`config.mk`:
```
export PLATFORM = sky130hd
export DESIGN_NAME = stopwatch_counter
export DESIGN_NICKNAME = d
export VERILOG_FILES = /design/src/rtl/stopwatch_counter.sv
export SDC_FILE = /design/constraint.sdc
export NUM_CORES = 1
export LEC_CHECK = 0
export ABC_AREA = 1
export ABC_CLOCK_PERIOD_IN_PS = 4900
export CORE_MARGIN = 2
export CORE_UTILIZATION = 60
export DETAILED_ROUTE_END_ITERATION = 16
export PLACE_DENSITY = 0.82
export SLEW_MARGIN = 25
export SYNTH_ARGS = -nofsm -noshare
export SYNTH_HDL_FRONTEND = slang
export SYNTH_SLANG_ARGS = --single-unit
```
`constraint.sdc`:
```
create_clock -name clk -period 4.9 [get_ports clk]
set_clock_uncertainty 0.2 [all_clocks]
set_input_delay 0.49 -clock clk [delete_from_list [all_inputs] [get_ports clk]]
set_output_delay 0.49 -clock clk [all_outputs]
set_load 0.05 [all_outputs]
```
`src/rtl/stopwatch_counter.sv`:
```
// Stopwatch time base: MM:SS BCD counter with a debounced pause toggle and a
// per-field adjust mode. The blink output flags the field being adjusted.
module stopwatch_counter #(
  parameter int TICK_DIV   = 100000000,
  parameter int ADJ_DIV    = 50000000,
  parameter int DEB_CYCLES = 1000000
) (
  input  logic       clk,
  input  logic       resett,
  input  logic       pause,
  input  logic       select,
  input  logic [1:0] adj,
  output logic [3:0] sec0cnt,
  output logic [3:0] sec1cnt,
  output logic [3:0] min0cnt,
  output logic [3:0] min1cnt,
  output logic       running,
  output logic       adjusting,
  output logic       blink
);

  localparam int TW = (TICK_DIV > 2) ? $clog2(TICK_DIV) : 1;
  localparam int AW = (ADJ_DIV > 2) ? $clog2(ADJ_DIV) : 1;
  localparam int DW = $clog2(DEB_CYCLES + 1);
  localparam logic [TW-1:0] TICK_LAST = TW'(TICK_DIV - 1);
  localparam logic [AW-1:0] ADJ_LAST  = AW'(ADJ_DIV - 1);
  localparam logic [DW-1:0] DEB_LAST  = DW'(DEB_CYCLES - 1);

  // Bit order: 0 pause, 1 select, 2 adjust enable, 3 adjust direction
  logic [3:0] raw_vec;
  logic [3:0] sync_vec;
  assign raw_vec = {adj[1], adj[0], select, pause};

  genvar gi;
  generate
    for (gi = 0; gi < 4; gi++) begin : g_sync
      logic meta_reg;
      logic sync_reg;
      always_ff @(posedge clk or negedge resett) begin
        if (!resett) begin
          meta_reg <= 1'b0;
          sync_reg <= 1'b0;
        end else begin
          meta_reg <= raw_vec[gi];
          sync_reg <= meta_reg;
        end
      end
      assign sync_vec[gi] = sync_reg;
    end
  endgenerate

  logic pause_s, sel_s, mode_s, dir_s;
  assign pause_s = sync_vec[0];
  assign sel_s   = sync_vec[1];
  assign mode_s  = sync_vec[2];
  assign dir_s   = sync_vec[3];

  logic [TW-1:0] tick_cnt_reg, tick_cnt_next;
  logic [AW-1:0] adj_cnt_reg, adj_cnt_next;
  logic [DW-1:0] deb_cnt_reg, deb_cnt_next;
  logic          deb_level_reg, deb_level_next;
  logic          deb_prev_reg;
  logic          running_reg, running_next;
  logic          adjusting_reg;
  logic          blink_reg, blink_next;
  logic [7:0]    sec_reg, sec_next;   // {tens, ones}
  logic [7:0]    min_reg, min_next;

  logic tick, adj_tick, deb_rise;
  assign tick     = (tick_cnt_reg == TICK_LAST);
  assign adj_tick = (adj_cnt_reg == ADJ_LAST);
  assign deb_rise = deb_level_reg & ~deb_prev_reg;

  // One step of a two-digit BCD field that wraps 59 <-> 00.
  function automatic logic [7:0] bcd60_step(input logic [7:0] v, input logic down);
    logic [3:0] t;
    logic [3:0] o;
    t = v[7:4];
    o = v[3:0];
    if (!down) begin
      if (o == 4'd9) begin
        o = 4'd0;
        t = (t == 4'd5) ? 4'd0 : t + 4'd1;
      end else begin
        o = o + 4'd1;
      end
    end else begin
      if (o == 4'd0) begin
        o = 4'd9;
        t = (t == 4'd0) ? 4'd5 : t - 4'd1;
      end else begin
        o = o - 4'd1;
      end
    end
    return {t, o};
  endfunction

  always_comb begin
    tick_cnt_next  = tick ? '0 : tick_cnt_reg + 1'b1;
    adj_cnt_next   = adj_tick ? '0 : adj_cnt_reg + 1'b1;

    deb_cnt_next   = '0;
    deb_level_next = deb_level_reg;
    if (pause_s != deb_level_reg) begin
      if (deb_cnt_reg == DEB_LAST) begin
        deb_level_next = pause_s;
      end else begin
        deb_cnt_next = deb_cnt_reg + 1'b1;
      end
    end

    // A toggle and a tick in the same cycle: the tick sees the old running.
    running_next = running_reg ^ deb_rise;

    blink_next = 1'b0;
    sec_next   = sec_reg;
    min_next   = min_reg;
    if (adjusting_reg) begin
      blink_next = blink_reg ^ adj_tick;
      if (adj_tick) begin
        if (sel_s) begin
          sec_next = bcd60_step(sec_reg, dir_s);
        end else begin
          min_next = bcd60_step(min_reg, dir_s);
        end
      end
    end else if (tick && running_reg) begin
      sec_next = bcd60_step(sec_reg, 1'b0);
      if (sec_reg == 8'h59) begin
        min_next = bcd60_step(min_reg, 1'b0);
      end
    end
  end

  always_ff @(posedge clk or negedge resett) begin
    if (!resett) begin
      tick_cnt_reg  <= '0;
      adj_cnt_reg   <= '0;
      deb_cnt_reg   <= '0;
      deb_level_reg <= 1'b0;
      deb_prev_reg  <= 1'b0;
      running_reg   <= 1'b0;
      adjusting_reg <= 1'b0;
      blink_reg     <= 1'b0;
      sec_reg       <= 8'h00;
      min_reg       <= 8'h00;
    end else begin
      tick_cnt_reg  <= tick_cnt_next;
      adj_cnt_reg   <= adj_cnt_next;
      deb_cnt_reg   <= deb_cnt_next;
      deb_level_reg <= deb_level_next;
      deb_prev_reg  <= deb_level_reg;
      running_reg   <= running_next;
      adjusting_reg <= mode_s;
      blink_reg     <= blink_next;
      sec_reg       <= sec_next;
      min_reg       <= min_next;
    end
  end

  assign sec0cnt   = sec_reg[3:0];
  assign sec1cnt   = sec_reg[7:4];
  assign min0cnt   = min_reg[3:0];
  assign min1cnt   = min_reg[7:4];
  assign running   = running_reg;
  assign adjusting = adjusting_reg;
  // Gated so blink drops in the very cycle adjusting falls.
  assign blink     = blink_reg & adjusting_reg;

endmodule

```
# == After elaboration in Yosys (flattened, before gate mapping) ==
# Index checks and enable logic that the tools add are counted.
# W data, S select, Z words.
# word_totals
reg_bits,102
inputBits,6
wordCells,92
# op_classes
add_sub_neg,11
eq_ne,14
muxes,30
bitwise_logic,5
reduce_logical,12
# op_table
op,n
$mux W8,9
$mux W4,16
$mux W20,2
$add A27 B1 Y27 const B,1
$eq A27 B27 Y1 const B,1
$mux W27,1
$add A26 B1 Y26 const B,1
$eq A26 B26 Y1 const B,1
$mux W26,1
$add A20 B1 Y20 const B,1
$eq A20 B20 Y1 const B,1
$add A4 B1 Y4 const B,4
$logic_not A4 Y1,4
$sub A4 B1 Y4 const B,4
$eq A4 B3 Y1 const B,2
$eq A4 B4 Y1 const B,2
$eq A8 B7 Y1 const B,1
$reduce_and A4 Y1,2
$ne A3 B2 Y1 const B,2
$reduce_and A5 Y1,1
$ne A2 B2 Y1 const B,2
$reduce_bool A2 Y1,2
$reduce_and A3 Y1,1
$and A1 B1 Y1,2
7 further kinds,8

# == Longest topological paths before layout ==
# Gate-level depths: netlist of the first run.
# logic_depth
word_depth,7
ltp_mapped,12
depth_no_buf,12

# == Least setup slack after synthesis of the first run ==
# OpenSTA, ideal clock, no wires.
# synth_path
path_type,flip-flop to flip-flop
start,register sec_reg[0]
end,register min_reg[6]
setup_time_ps,120
t_arrival_ps,1607
t_required_ps,4580
slack_ps,2973
path_stages_with_launch,10
n_path_buf,0
period_less_slack_ps,1927
cell_sequence,dfrtp_1 -> nand2_1 -> inv_1 -> nand2_1 -> o21ai_1 -> inv_1 -> a21oi_1 -> nand3_1 -> nand2_1 -> nand2_1
# synth_between
elab_chain_len,3
# synth_rtl
item,line_no,text
"start, declared",66,"logic [7:0] sec_reg, sec_next;"
"start signal, assigned",156,sec_reg <= sec_next;
$eq A8 B7 Y1,129,if (sec_reg == 8'h59) begin
$reduce_bool A2 Y1 (no line),--,
$reduce_and A5 Y1 (no line),--,
"end signal, assigned",157,min_reg <= min_next;
"end, declared",67,"logic [7:0] min_reg, min_next;"
# No other way between the ends.
# A chain may end at the register's enable or synchronous reset.

# == Final worst setup path of the first run ==
# layout_path
start,"register adjusting_reg, in the netlist adjusting"
end,output port blink
# layout_between
elab_chain_len,1
# layout_rtl
item,line_no,text
"start, declared",64,logic adjusting_reg;
"start signal, assigned",154,adjusting_reg <= mode_s;
$and A1 B1 Y1,168,assign blink = blink_reg & adjusting_reg;
"end, declared",19,output logic blink
# No other way between the ends.

==> flow_summary.ini, run 1 <==
[place]
pre_cts_slack_ns = 2.63
io_buffer_count = 24
gp_congestion = 0.940
hpwl_um = 9100

[power]
p_leak_nw = 3.14
clock_power_share = 0.274
pwr-share-seq = 0.462
p_int_w = 0.00132
power.total_w = 0.00209
p_switching_w = 0.000770
ir_drop_uv = 210
sw_frac_of_total = 0.368
p_comb_frac = 0.264
cellPowerDensity_nw_per_um2 = 321

[clock_tree]
clk_pin_slew_ns = 0.11
ctsHoldBuffers = 0
numClockSinks = 102
post-cts-setup-buffer-count = 0
cts_inserted_buffers = 9
cts_tree = done
cts_max_path_buffers = 2
clockRootBuffer = clkbuf_8
worst_skew_pair.late_latency_ns = 0.38
postCtsResizedCells = 0
htree_levels = 3

[yosys]
syn_area_um2 = 5930
synth_top_area_cell = dfrtp_1
synth-edff-count = 0
synth_area_leaders = dfrtp_1 (43%), nand2_1 (12%), inv_1 (7.2%), nor2_1 (7.0%), xor2_1 (5.5%)
synth_top_cell_area_share = 0.431
yosysSeqAreaShare = 0.431
syn_nets = 801
async_reset_ff_frac = 1.00
synth_cells = 792
yosys_warnings = 0
synth-main-ff-cell = dfrtp_1
syn_avg_cell_area_um2 = 7.48
ys_seq_elements = 102
ys_types = 41

[grt]
grt_pass1_vias = 4833
grt_remaining_overflow = 0
grt_max_degree = 65
grt_pass1_wl_um = 21100
grtUsageTotal = 0.248
antenna_found_initial = 0

[setup_path]
r2r_cells = 5
rrSetupSlack_ns = 2.68
worstSetupStartpointType = flop
path_max_fanout = 10
r2r-start = adjusting
arrival_ns = 1.99
reg2reg_to = min_reg[3]
required_ns = 4.21
end_kind = output pin
crit_type = reg -> out

[layout]
antennaDiodeCount = 0
largest_register_ffs = 27
nets = 833
syn2layout_area_growth_pct = 10.1
drive_above_1_share = 0.0881

[floorplanning]
die_area_um2 = 10700
ios = 25
die_height_um = 103
die_w_um = 103
rows = 36
core_um2 = 9680
start_util = 0.612

[detailed_routing]
vias = 5152
drtPass1Iterations = 5
detail-route-antenna-nets = 0
drt-wirelength-per-cell_um = 12.9
vias_per_cell = 5.36
drc_errors = 0
wirelength_um = 12400
drtIter0Drc = 284

[timing]
slew_headroom = 0.476
final.setup.worst_slack_ns = 2.22
whs_ns = -0.00783
rsz0062_at_grt = no
fmax_ghz = 0.374
worst_pin_slew_ns = 0.786
drv_slew = 0
fin_crit_ns = 2.68
fin_crit_sh = 0.546
hold_violations = 21
tns_ns = 0
setup_viol = 0

[hold_path]
holdCritPathClass = in -> async

[status]
status = complete, but fails checks
violations = negative hold slack

[run]
drv_cap = 0
[power by group through the flow]
stage	registers [W]	clock network [W]	logic (W)
after floorplan	0.00112	0	0.000240
after global placement	0.000978	0	0.000527
after detailed placement	0.000982	0	0.000548
after CTS	0.000965	0.000582	0.000551
after global routing	0.000976	0.000615	0.000612
final	0.000967	0.000573	0.000552
[how the worst max path moves through the flow]
stage                          start    endpoint  slack (ns)  cells past startpoint
after global placement     adjusting       blink        2.65                      3
after global routing       adjusting       blink        2.14                      3
after floorplan           sec_reg[0]  min_reg[6]        2.97                      9
after CTS                  adjusting       blink        2.20                      3
final                      adjusting       blink        2.22                      3
after detailed placement   adjusting       blink        2.63                      3
[per-stage QoR]
step           cell area, um^2  utilization  std cells
6_report                  6520        0.673        962
5_1_grt                   6520        0.673        962
4_1_cts                   6520        0.673        962
3_5_place_dp              6310        0.651        946
3_3_place_gp              6310        0.651        946
2_1_floorplan             5930            -        792
[cells in the final DEF, fill, tap and decap left out, drive strengths merged, types with 2 or more instances in the layout]
cell type / instances
nand2: 201
nor2: 131
inv: 121
dfrtp: 102
nand3: 56
xor2: 37
o21ai: 34
nor3: 32
a21oi: 26
clkdlybuf4s50: 23
nand4: 21
clkbuf: 10
nor3b: 6
a31oi: 4
nor4: 3
a32oi: 3
ha: 3
clkinv: 3
xnor2: 2
buf: 2
[cell type report]
type / instances / area [um^2]
flip-flops and latches: 102 / 2550
multi-input cells: 566 / 2890
clock buffers: 10 / 138
fillers: 799 / 3160
repair buffers: 25 / 245
inverters: 120 / 453
well taps: 133 / 166
clock inverters: 6 / 75.1
[synth_stat cells, types with 2 or more instances]
library cell    n
a21oi_1        24
a21oi_2         2
a31oi_1         4
a32oi_1         3
buf_2           2
clkinv_1        2
dfrtp_1       102
ha_1            3
inv_1         113
inv_2           4
nand2_1       187
nand2_2        11
nand2_4         3
nand3_1        50
nand3_2         6
nand4_1        20
nor2_1        111
nor2_2         12
nor2_4          7
nor3_1         28
nor3_2          3
nor3b_1         5
nor4_1          3
o21ai_0        26
o21ai_1         8
xnor2_1         2
xor2_1         37
[logic make-up after synthesis]
family | synth area share
buf+inv | 0.0813
fa+ha+maj | 0.00634
simple gates | 0.356
mux | 0.00190
flops | 0.431
compound gates | 0.0659
xor+xnor | 0.0576
[worst max-delay path, cell delays in order (launching register included)]
cell	delay (ns)
dfrtp_1	0.63
nand2_1	0.10
inv_1	0.08
clkdlybuf4s50_1	0.80
[layer usage]
metal  track usage  share of wire  wire [um]
met1         0.330           0.46       5660
met2         0.413           0.48       5960
met3        0.0336          0.044        553
met4        0.0962          0.020        250
met5             0              0          0
Power figures use the tool's default switching activity.
==> run 2: changes to the inputs <==
--- a/config.mk
+++ b/config.mk
@@ -6,7 +6,7 @@
 export NUM_CORES = 1
 export LEC_CHECK = 0
 export ABC_AREA = 1
-export ABC_CLOCK_PERIOD_IN_PS = 4900
+export ABC_CLOCK_PERIOD_IN_PS = 2550
 export CORE_MARGIN = 2
 export CORE_UTILIZATION = 60
 export DETAILED_ROUTE_END_ITERATION = 16
==> constraint.sdc (replaced) <==
create_clock -name clk -period 2.55 [get_ports clk]
set_clock_uncertainty 0.2 [all_clocks]
set_input_delay 0.255 -clock clk [delete_from_list [all_inputs] [get_ports clk]]
set_output_delay 0.255 -clock clk [all_outputs]
set_load 0.05 [all_outputs]
==> flow_summary.ini, run 2 (synthesis results as in run 1) <==
[detailed_routing]
drt-wirelength-per-cell_um = 12.9
drtPass1Iterations = 5
vias = 5171
drc_errors = 0
drtIter0Drc = 265
vias_per_cell = 5.36
wirelength_um = 12400
detail-route-antenna-nets = 0

[setup_path]
end_kind = output pin
r2r_cells = 5
required_ns = 2.10
crit_chain = nand2_1, inv_1, clkdlybuf4s50_1
worstSetupStartpointType = flop
arrival_ns = 1.98
path_max_fanout = 10
crit_type = reg -> out
max_stage_delay_ns = 0.79
crit_slowest_cell = clkdlybuf4s50_1

[layout]
regArea_um2 = 2550
drive_above_1_share = 0.0890
final_cell_mix = nand2_1 (187), inv_1 (113), nor2_1 (111)
final_util = 0.675
fill_cells = 789
antennaDiodeCount = 0
layout_commonest_cell = nand2_1
multiInputGateArea_um2 = 2890
largest_register_ffs = 27
nets = 835
syn2layout_area_growth_pct = 10.3

[timing]
rsz0062_at_grt = no
fin_crit_ns = 2.43
hold_violations = 0
drv_slew = 0
worst_pin_slew_ns = 0.528
tns_ns = 0
fmax_ghz = 0.411
slew_headroom = 0.647
whs_ns = 0.0896
fin_crit_sh = 0.954
setup_viol = 0

[grt]
grt_pass1_wl_um = 21200
antenna_found_initial = 0
grt_pass1_vias = 4873
grt_max_degree = 48
grtUsageTotal = 0.249
grt_remaining_overflow = 0

[clock_tree]
cts_max_path_buffers = 2
worst_skew_pair.late_latency_ns = 0.39
htree_levels = 3
cts_inserted_buffers = 9
numClockSinks = 102
clk_pin_slew_ns = 0.11
cts_tree = done
post-cts-setup-buffer-count = 0
clockRootBuffer = clkbuf_8

[run]
drv_cap = 0

[power]
p_leak_nw = 3.15
ir_drop_uv = 387
cellPowerDensity_nw_per_um2 = 606

[floorplanning]
die_w_um = 103
start_util = 0.612
rows = 36
ios = 25
die_area_um2 = 10700
die_height_um = 103
core_um2 = 9680

[hold_path]
holdCritPathClass = in -> reg
holdPathStages = 1

[place]
hpwl_um = 9130
gp_congestion = 0.910
io_buffer_count = 24

[status]
status = finished clean
run 2: cell count changes in the layout (fill, tap and decap cells not counted):
cell	change
buf_12	+1
bufinv_16	-1
dlygate4sd3_1	+1
clkbuf_8	-1
clkinv_4	-1
clkinv_8	+1
inv_8	+2
run 2: report_power, final:
part           leakage, nW  switching [W]  internal, W
Clock               0.0990       0.000653     0.000391
Combinational         1.69       0.000719     0.000340
Sequential            1.36       0.000153      0.00171
run 2: layout make-up:
class | instances | share of cell area
multi-input combinational | 566 | 0.442
sequential | 102 | 0.390
tap | 133 | 0.0255
timing repair buffer | 27 | 0.0421
inverter | 120 | 0.0693
clock buffer | 9 | 0.0189
clock inverter | 7 | 0.0115
run 2: final timing paths:
| check | startpoint | endpoint | slack, ns |
|---|---|---|---|
| max | adjusting | blink | 0.12 |
| min | pause | g_sync[0].meta_reg | 0.09 |
| max reg2reg | adjusting | sec_reg[3] | 0.37 |
| min reg2reg | g_sync[2].meta_reg | g_sync[2].sync_reg | 0.17 |
| max in group asynchronous | resett | tick_cnt_reg[6] | 1.34 |
| min in group asynchronous | resett | adj_cnt_reg[10] | 0.14 |
run 2: stage by stage:
step	worst slack (ns)	instances	cell area [um^2]	power, W
2_1_floorplan	0.623	792	5930	0.00261
3_3_place_gp	0.561	947	6330	0.00290
3_5_place_dp	0.460	947	6330	0.00294
4_1_cts	0.115	964	6540	0.00399
5_1_grt	0.0615	964	6540	0.00415
6_report	0.117	964	6540	0.00396
run 2: what timing repair did:
item | CTS | global route
hold buffers | 1 | 0
gates resized for setup | 0 | 0
hold endpoints to repair | 55 | 0
run 2: worst max-delay path, delay by kind of cell, from the launching register on:
| family | cells | cell delay (ns) |
|---|---|---|
| flops | 1 | 0.62 |
| simple gates | 1 | 0.11 |
| buf+inv | 2 | 0.86 |
run 2: metal layers:
| metal | wire (um) | global-route usage | vias up |
|---|---|---|---|
| li1 | - | - | 2581 |
| met1 | 5620 | 0.330 | 2436 |
| met2 | 6040 | 0.409 | 133 |
| met3 | 570 | 0.0504 | 21 |
| met4 | 178 | 0.0850 | 0 |
| met5 | 0 | 0 | - |
==> run 3: changes to the inputs <==
--- a/config.mk
+++ b/config.mk
@@ -10,8 +10,10 @@
 export CORE_MARGIN = 2
 export CORE_UTILIZATION = 60
 export DETAILED_ROUTE_END_ITERATION = 16
-export PLACE_DENSITY = 0.82
+export DONT_BUFFER_PORTS = 1
+export PLACE_DENSITY = 0.79
 export SLEW_MARGIN = 25
 export SYNTH_ARGS = -nofsm -noshare
 export SYNTH_HDL_FRONTEND = slang
 export SYNTH_SLANG_ARGS = --single-unit
+export TNS_END_PERCENT = 5
==> flow_summary.ini, run 3 (synthesis results as in run 1) <==
[setup_path]
arrival_ns = 2.11
required_ns = 2.63
startpoint = adj_cnt_reg[0]
crit_type = reg -> reg
end_kind = flop
rrSetupSlack_ns = 0.52
worstSetupStartpointType = flop
path_max_fanout = 4
r2r-start = adj_cnt_reg[0]

[power]
cellPowerDensity_nw_per_um2 = 604
ir_drop_uv = 474
p_leak_nw = 3.11

[detailed_routing]
drtPass1Iterations = 5
wirelength_um = 12400
drt-wirelength-per-cell_um = 13.0
drtIter0Drc = 294
vias_per_cell = 5.35
vias = 5095
drc_errors = 0
detail-route-antenna-nets = 0

[place]
gp_congestion = 0.943
io_buffer_count = 0
dp.cells = 933
hpwl_um = 8980

[clock_tree]
worst_skew_pair.late_latency_ns = 0.39
post-cts-setup-buffer-count = 0
cts_max_path_buffers = 2
ctsHoldBuffers = 4
numClockSinks = 102
htree_levels = 3
cts_inserted_buffers = 9
postCtsResizedCells = 0
clockRootBuffer = clkbuf_8
cts_tree = done
clk_pin_slew_ns = 0.10

[timing]
slew_headroom = 0.581
hold_violations = 102
whs_ns = -0.649
tns_ns = 0
setup_viol = 0
worst_pin_slew_ns = 0.629
rsz0062_at_grt = no
drv_slew = 0
fin_crit_ns = 2.03
fmax_ghz = 0.492
fin_crit_sh = 0.798

[status]
violations = negative hold slack
status = complete, but fails checks

[floorplanning]
start_util = 0.612
rows = 36
die_area_um2 = 10700
core_um2 = 9680
die_height_um = 103
ios = 25
die_w_um = 103

[grt]
grt_remaining_overflow = 0
grt_pass1_wl_um = 21300
grt_pass1_vias = 4800
grtUsageTotal = 0.250
antenna_found_initial = 0
grt_max_degree = 103

[run]
drv_cap = 0

[layout]
nets = 824
largest_register_ffs = 27
drive_above_1_share = 0.0988
antennaDiodeCount = 0
syn2layout_area_growth_pct = 7.73
final_cell_mix = nand2_1 (187), inv_1 (113), nor2_1 (111)
layoutNonFillerInstCount = 953
layout_commonest_cell = nand2_1

[hold_path]
holdCritPathClass = in -> async
## run 3: worst paths after layout
| kind | end | cells past startpoint |
|---|---|---|
| setup reg to reg | adj_cnt_reg[16] | 9 |
| max in group asynchronous | tick_cnt_reg[6] | 0 |
| setup / recovery | adj_cnt_reg[16] | 9 |
| hold / removal | sec_reg[0] | 0 |
| min in group clk | dir_s | 0 |
| hold reg to reg | dir_s | 0 |
## run 3: stage by stage
stage / util / hold WS (ns) / power, W / cell area (um^2) / setup WS, ns
after floorplan: - / -0.241 / 0.00261 / 5930 / 0.623
after global routing: 0.659 / -0.666 / 0.00407 / 6380 / 0.342
after detailed placement: 0.635 / -0.237 / 0.00283 / 6150 / 0.549
after global placement: 0.635 / -0.237 / 0.00280 / 6150 / 0.600
final: 0.659 / -0.649 / 0.00385 / 6380 / 0.516
after CTS: 0.659 / -0.654 / 0.00387 / 6380 / 0.525
## run 3: final cells by class
cell class,count,area [um^2]
clock buffers,11,131
clock inverters,5,58.8
fillers,803,3300
inverters,120,453
multi-input cells,566,2890
flip-flops and latches,102,2550
well taps,133,166
repair buffers,16,130
## run 3: routing by layer
metal | vias to the layer above | GRT usage | share of wire
met5 | - | 0 | 0
met4 | 0 | 0.0729 | 0.018
met3 | 25 | 0.0578 | 0.054
met2 | 149 | 0.400 | 0.47
met1 | 2366 | 0.344 | 0.45
li1 | 2555 | - | -
## run 3: worst max-delay path: stages, from the launching register on
cell and delay (ns):
dfrtp_1 0.39, ha_1 0.19, nand3_1 0.11, inv_1 0.13, nand2_1 0.09, nor2_2 0.19
inv_1 0.11, nor2_1 0.23, nand3_1 0.13, xor2_1 0.16
## run 3: power breakdown
group	leakage, nW	switching [W]	total, W	internal [W]
logic	1.66	0.000657	0.000934	0.000277
registers	1.36	0.000182	0.00189	0.00171
clock network	0.0899	0.000576	0.00103	0.000457
==> RTL change: new RTL, config.mk and constraints of run 2 <==
Reset style: synchronous (`resett`), changed in 2 clocked blocks.
--- a/src/rtl/stopwatch_counter.sv
+++ b/src/rtl/stopwatch_counter.sv
@@ -37,5 +37,5 @@
       logic meta_reg;
       logic sync_reg;
-      always_ff @(posedge clk or negedge resett) begin
+      always_ff @(posedge clk) begin
         if (!resett) begin
           meta_reg <= 1'b0;
@@ -133,5 +133,5 @@
   end
 
-  always_ff @(posedge clk or negedge resett) begin
+  always_ff @(posedge clk) begin
     if (!resett) begin
       tick_cnt_reg  <= '0;
Formal check against the unedited RTL: differs if resett is asserted again (counterexample within 4 cycles, from zero or initial values and one cycle with resett low); with resett held inactive, the same outputs for 10 cycles.
==> RTL change against run 2 <==
Worst setup slack improved by 0.083 ns; via count increased by 0.43%; maximum frequency is 3.5% higher; sequential cell count unchanged; count of clock-buffer cells in the layout stayed put; wire length is 4.1% lower; synthesized area down 5.3%; design area down 6.1%.
Power is not compared: it rests on default switching activity, and its combinational part moved more than twofold at a synthesized area within 25%.
==> RTL change: results (changes against run 2) <==
logic_synthesis:
  ys_seq_area_share_pct: 36.4  # was 43.1%
  synthDistinctLibCells: 44  # was 41
  synthTopCellsByCount: "199 x nand2_1, 108 x inv_1, 102 x dfxtp_1, 93 x nor2_1, 59 x a21oi_1"  # was 187 x nand2_1, 113 x inv_1, 111 x nor2_1, 102 x dfrtp_1, 50 x nand3_1
  synth_xor_area_share_pct: 2.96  # was 5.76%
  synth_async_sr_flop_share_pct: 0  # was 100%
  post_synth_mux_area_share_pct: 0  # was 0.190%
  instance_count_of_the_mapped_netlist: 827  # was 792
  synth_compound_area_share_pct: 10.2  # was 6.59%
  synthesis.nets: 836  # was 801
  synth_flop_cell: "dfxtp_1"  # was dfrtp_1
  post_synth_fa_ha_maj_area_fraction_pct: 0.669  # was 0.633%
cells_and_area:
  n_multi_input_combinational_cell: 595  # was 566
  clock_cell_area_share_pct: 3.61  # was 3.04%
  bufAreaShareNonClock_pct: 4.04  # was 4.21%
  multi_input_area_share_pct: 49.7  # was 44.2%
  seqAreaFraction_pct: 33.3  # was 39.0%
  n_all_buffers: 25  # was 27
  n_fill_cell: 792  # was 789
  fraction_of_layout_instances_using_a_drive_strength_above_1_pct: 9.96  # was 8.90%
  inverters: 115  # was 120
  design.final.nets: 857  # was 835
setup_path:
  r2r_slack_ns: 0.40  # was 0.37 ns
  rr_startpoint: "adjusting$_SDFF_PN0_"  # was adjusting$_DFF_PN0_
  timing.critical_path.from_type: "register"  # unchanged
  worstPathArrival_ns: 1.90  # was 1.98 ns
  worst_r2r_endpoint: "min_reg[2]$_SDFFE_PN0P_"  # was sec_reg[3]$_DFFE_PN0P_
  ff_to_ff_path_depth: 7  # was 5
drt:
  avgRoutedWirePerCell_um: 12.3  # was 12.9 um
  via_cell_ratio: 5.39  # was 5.36
  initialDrtViolationCount: 275  # was 265
die:
  die-area_mm2: 0.0101  # was 0.0107 mm2
place:
  placement.cell_area_mm2: 0.00591  # was 0.00633 mm2
  gp_congestion: 0.897  # was 0.910
  dp_worst_setup_slack_ns: 0.463  # was 0.460 ns
  placed_cells: 948  # was 947
  hpwlAfterDp_mm: 8.79  # was 9.13 mm
sta:
  worst_hold_slack_ns: 0.207  # was 0.0896 ns
  postLayoutSetupSlackWorst_ns: 0.200  # was 0.117 ns
  timing.max_slew.rel_slack_pct: 39.3  # was 64.7%
status:
  outcome: "complete, no violations"  # unchanged
global_routing:
  grt_first_pass_wirelength_mm: 20.8  # was 21.2 mm
  first_global_vias: 4856  # was 4873
  largest_net_degree_at_the_start_of_global_routing: 26  # was 48
  antenna_found_initial: 0  # unchanged
  grtUsageTotal_pct: 25.1  # was 24.9%
hold_path:
  worstHoldStart: "adj[0]"  # was pause
  hold_depth: 3  # was 1
  worstHoldEndpoint: "g_sync[2].meta_reg$_SDFF_PN0_"  # was g_sync[0].meta_reg$_DFF_PN0_
==> RTL change: cell count changes after synthesis, sizes merged, moves of 4 or more <==
| cell | change |
|---|---|
| dfrtp | -102 |
| a21oi | +33 |
| dfxtp | +102 |
| nor2 | -16 |
| o211ai | +4 |
| nand3 | +6 |
| nor3 | -5 |
| nand2 | +12 |
| xnor2 | +4 |
| buf | +8 |
| xor2 | -24 |
| or2 | +6 |
| nor3b | +7 |
==> RTL change: layer usage <==
layer / vias to the layer above / track usage [%] / share of wire [%]
met4: 0 / 9.59 / 2.1
met3: 25 / 4.92 / 4.5
met1: 2337 / 31.4 / 45
li1: 2700 / - / -
met5: - / 0 / 0
met2: 131 / 42.5 / 48
==> RTL change: critical path, stage by stage (launching register included) <==
cell and delay (ns):
dfxtp_1 0.57, nand2_1 0.09, inv_1 0.06, clkdlybuf4s50_1 0.79
